[config.mk]
export PLATFORM = sky130hd
export DESIGN_NAME = debounce_bank
export DESIGN_NICKNAME = d
export VERILOG_FILES = /design/src/rtl/common.sv /design/src/rtl/debounce_ch.sv /design/src/rtl/debounce_bank.sv
export SDC_FILE = /design/constraint.sdc
export NUM_CORES = 1
export LEC_CHECK = 0
export CORE_UTILIZATION = 45
export CTS_CLUSTER_SIZE = 14
export DETAILED_ROUTE_END_ITERATION = 6
export PLACE_DENSITY_LB_ADDON = 0.2
export SLEW_MARGIN = 20
export SYNTH_ARGS = -nofsm -noshare
export SYNTH_HDL_FRONTEND = slang
export SYNTH_HIERARCHICAL = 1
export SYNTH_SLANG_ARGS = --single-unit
[constraint.sdc]
create_clock -name clk28 -period 2 [get_ports clk28]
set_clock_uncertainty 0.1 [all_clocks]
set_input_delay 0.3 -clock clk28 [delete_from_list [all_inputs] [get_ports clk28]]
set_output_delay 0.3 -clock clk28 [all_outputs]
set_load 0.02 [all_outputs]
[src/rtl/common.sv]
// Shared types for the input-filtering blocks.
// filter_mode_t selects symmetric or fast-assert debouncing.
package common;

    typedef enum logic {
        FILTER_SYMMETRIC   = 1'b0,
        FILTER_FAST_ASSERT = 1'b1
    } filter_mode_t;

endpackage

[src/rtl/debounce_ch.sv]
// One debounce channel: 2-flop synchroniser, run counter, filtered level, edge pulses.
// Ports: clk28, rst_n (async low), clk_en strobe, d raw in; q level, rise/fall pulses, cnt_nz.
module debounce_ch
    import common::*;
#(
    parameter int unsigned  CNT_W         = 3,
    parameter int unsigned  THRESH        = 7,
    parameter logic         DEFAULT_STATE = 1'b1,
    parameter filter_mode_t MODE          = FILTER_SYMMETRIC
) (
    input  logic clk28,
    input  logic rst_n,
    input  logic clk_en,
    input  logic d,
    output logic q,
    output logic rise,
    output logic fall,
    output logic cnt_nz
);

    localparam logic [CNT_W-1:0] LAST = CNT_W'(THRESH - 1);

    logic             sync1_q, sync1_d;
    logic             sync2_q, sync2_d;
    logic [CNT_W-1:0] cnt_q, cnt_d;
    logic             q_q, q_d;
    logic             rise_q, rise_d;
    logic             fall_q, fall_d;

    always_comb begin
        sync1_d = d;
        sync2_d = sync1_q;
        cnt_d   = cnt_q;
        q_d     = q_q;
        if (sync2_q == q_q) begin
            cnt_d = '0;
        end else if (MODE == FILTER_FAST_ASSERT &&
                     sync2_q == ~DEFAULT_STATE) begin
            // s differs from q and is the active level, so q is idle:
            // the active edge bypasses the filter.
            q_d   = sync2_q;
            cnt_d = '0;
        end else if (clk_en) begin
            if (cnt_q == LAST) begin
                q_d   = sync2_q;
                cnt_d = '0;
            end else begin
                cnt_d = cnt_q + CNT_W'(1);
            end
        end
        rise_d = q_d & ~q_q;
        fall_d = ~q_d & q_q;
    end

    always_ff @(posedge clk28 or negedge rst_n) begin
        if (!rst_n) begin
            sync1_q <= DEFAULT_STATE;
            sync2_q <= DEFAULT_STATE;
            cnt_q   <= '0;
            q_q     <= DEFAULT_STATE;
            rise_q  <= 1'b0;
            fall_q  <= 1'b0;
        end else begin
            sync1_q <= sync1_d;
            sync2_q <= sync2_d;
            cnt_q   <= cnt_d;
            q_q     <= q_d;
            rise_q  <= rise_d;
            fall_q  <= fall_d;
        end
    end

    assign q      = q_q;
    assign rise   = rise_q;
    assign fall   = fall_q;
    assign cnt_nz = |cnt_q;

endmodule

[src/rtl/debounce_bank.sv]
// Bank of independent debounce channels plus a shared busy flag.
// Ports: clk28, rst_n, clk_en, d[CHANNELS]; q/rise/fall[CHANNELS], busy.
module debounce_bank
    import common::*;
#(
    parameter int unsigned  CHANNELS      = 8,
    parameter int unsigned  CNT_W         = 3,
    parameter int unsigned  THRESH        = 7,
    parameter logic         DEFAULT_STATE = 1'b1,
    parameter filter_mode_t MODE          = FILTER_SYMMETRIC
) (
    input  logic                clk28,
    input  logic                rst_n,
    input  logic                clk_en,
    input  logic [CHANNELS-1:0] d,
    output logic [CHANNELS-1:0] q,
    output logic [CHANNELS-1:0] rise,
    output logic [CHANNELS-1:0] fall,
    output logic                busy
);

    logic [CHANNELS-1:0] cnt_nz;
    logic                busy_q, busy_d;

    for (genvar i = 0; i < CHANNELS; i++) begin : g_ch
        debounce_ch #(
            .CNT_W        (CNT_W),
            .THRESH       (THRESH),
            .DEFAULT_STATE(DEFAULT_STATE),
            .MODE         (MODE)
        ) u_ch (
            .clk28 (clk28),
            .rst_n (rst_n),
            .clk_en(clk_en),
            .d     (d[i]),
            .q     (q[i]),
            .rise  (rise[i]),
            .fall  (fall[i]),
            .cnt_nz(cnt_nz[i])
        );
    end

    always_comb begin
        busy_d = |cnt_nz;
    end

    always_ff @(posedge clk28 or negedge rst_n) begin
        if (!rst_n) begin
            busy_q <= 1'b0;
        end else begin
            busy_q <= busy_d;
        end
    end

    assign busy = busy_q;

endmodule

==> impl_results.md <==
- Met2 WL post-DR: 2190 um
- RSZ-0062 raised after global routing: false
- Hold Fails Final Rpt: 0
- Largest net degree at the start of global routing: 66
- CP max FO: 5
- Clock Latency Late Sink: between 0.3 and 0.4 ns
- Placer Congestion: 0.753
- Normalized max-slew margin: roughly 73%
- F_max: around 0.52 GHz
- Met3 WL: 162 um
- Starting DRT DRC Count: 87
- Max-cap violations: 0
- First-pass GRT wire length: between 7000 and 8000 um
- Sequential power share: 52.8%
- Clock-pin slew on the worst setup and hold paths: 0.07 ns
- Synth Cell Area: 2710 um2
- Global-route usage over all layers: between 10% and 20%
- Setup Viol. Count Final: 0
- Sw Pwr: 609 uW
- CP endpoint kind: primary output
- Syn nets: 223
- Crit path max-delay cell type: clkdlybuf4s50_1
- Syn_area_per_cell: 12.8 um2
- Syn. warnings: 6
- Vias in the first global route: 1,658
- Synth Register Bits: 65
- Worst vdd ir: just under 0.0007 V
- Detailed Routing Iterations Pass 1: 4
- H-tree levels: 3
- Leak: 1.63 nW
- Antenna violations before repair: 0
- Crit path buffers/inverters: 1
- Final Cycle Share: between 90% and 100%
- CP Capture Point: q[5]
- Resize count post-CTS: 0
- # clock sinks: 65
- Met1 WL: approximately 2100 um
- Data required time at the worst endpoint: 1.60 ns
- Top Metal Used: met4
- Post-DR wirelength/cell: 13.3 um
- Hpwl dp: 2800 um
- Most frequent cells in the layout: dfrtp_1, clkdlybuf4s50_1, nand2_1, a21oi_1, dfstp_2
- Number of I/O pins: 36
- Crit path DAT: 1.51 ns
- CTS tree: yes
- Layout area overhead: 24.9%
- Post-synthesis instance total: 212
- Worst hold path class: reg2reg
- Row count: 27
- Die area: roughly 6300 um2
- DR vias/cell: 5.18
- Clk pwr share: approximately two fifths
- Register area share after synthesis: 61.0%
- Hold Buf Count CTS: 1
- Synth cell types: 15
- Commonest non-fill, non-tap cell in the layout: dfrtp_1
- Post-CTS setup buffer count: 0
- Post-DRT Antenna Nets: 0
- Vias: 1,745
- # diodes: 0
- GR Overflow Total: 0
- Clock buffer depth: 2
- Finished Layout Cells: 337
- Core footprint: 5680 um2
- Setup TNS: 0 ns
- Critical R2R Capture: busy
- Die height: 79.7 um
- Slew Limit Fails: 0
- CTS root buffer: clkbuf_8
- Int Pwr: 2.10 mW
- Crit path cell chain: clkdlybuf4s50_1
- Cell Pwr Density: 800 nW/um2
- Final nets: 272
- Worst Setup Path Type: reg2out
- Initial Utilization: 47.8%
- Hold Crit Depth: 0
- Layout cells sized above 1: 21.9%
- DR DRC count: 0
- Cell depth of the worst setup path: 1
- Port bufs: 35
- Worst R2R Start: g_ch[5].u_ch/cnt_q[1]
- Combinational share of power: 6.9%
- CP peak stage delay: 0.61 ns
- Startpoint types: flip-flop
- Cell family with most CP delay: buffers and inverters
- Worst Setup SP: g_ch[5].u_ch/q
- TritonCTS Buffers: 9
- Worst R2R Path Depth: 3
- Min Tclk post-route: 1.91 ns
- Sw Share: 22.5%
- Power Total: 2.71 mW
- Total wire length: 4480 um
- Worst Max-Slew Pin Slew: 0.406 ns
- Placed Cells incl. Taps: 321
- Reg-to-reg slack, setup: 0.41 ns
- Outcome: finished clean
- Die Span X: 79.7 um
[cell type report]
type	instances	area, um2
well taps	72	90.1
flip-flops and latches	65	1660
clock inverters	3	40.0
clock buffers	12	155
fillers	481	2290
repair buffers	38	390
multi-input cells	147	1060
[layer usage]
layer,vias up,global-route usage [%]
met5,-,0
met4,0,6.00
met3,4,6.51
met2,28,26.7
met1,861,19.5
li1,852,-
[cells by family after synthesis]
| kind of cell | count (synthesis) | share of synthesized area (%) |
|---|---|---|
| mux | 8 | 4.43 |
| xor+xnor | 8 | 2.58 |
| simple gates | 107 | 27.5 |
| flops | 65 | 61.0 |
| compound gates | 24 | 4.43 |
[synth_stat cells, drive strengths merged]
master / count / share of area (%)
dfrtp: 41 / 38
xnor2: 8 / 2.6
nand4b: 16 / 9.6
nor2: 16 / 2.2
nor3: 8 / 1.5
a21oi: 24 / 4.4
nor3b: 16 / 4.4
nand2: 25 / 3.5
or3: 8 / 1.8
nand2b: 8 / 1.8
mux2: 8 / 4.4
dfstp: 24 / 23
nand3b: 8 / 2.2
nor4: 2 / 0.46
[worst min path at each step]
stage / start / end / slack, ns
detailed placement: rst_n / g_ch[1].u_ch/rise / 0.24
global route: d[0] / g_ch[0].u_ch/sync1_q / 0.24
CTS: d[0] / g_ch[0].u_ch/sync1_q / 0.25
global placement: rst_n / g_ch[1].u_ch/rise / 0.24
floorplan: rst_n / busy / -0.1
finish: g_ch[3].u_ch/sync1_q / g_ch[3].u_ch/sync2_q / 0.26
[state kept, by name, indices dropped and copies added (netlist names)]
register and cells:
g_ch.u_ch/cnt_q 24, g_ch.u_ch/sync2_q 8, g_ch.u_ch/fall 8, g_ch.u_ch/sync1_q 8
g_ch.u_ch/q 8, busy 1, g_ch.u_ch/rise 8
[power groups by stage]
stage	combinational, mW	clock (mW)	sequential (mW)
after CTS	0.191	1.14	1.43
after floorplan	0.0918	0	1.45
after global routing	0.210	1.20	1.44
final	0.187	1.09	1.43
after detailed placement	0.189	0	1.45
after global placement	0.186	0	1.45
[stage by stage]
step	utilization (%)	worst slack, ns	cell area, um2	hold slack [ns]
after floorplan	-	0.657	2710	-0.0956
after global placement	56.1	0.447	3180	0.243
after detailed placement	56.1	0.434	3180	0.238
after CTS	59.7	0.0628	3390	0.252
after global routing	59.7	0.0100	3390	0.244
final	59.7	0.0916	3390	0.257
Note: power is estimated with default switching activity, not from simulation.
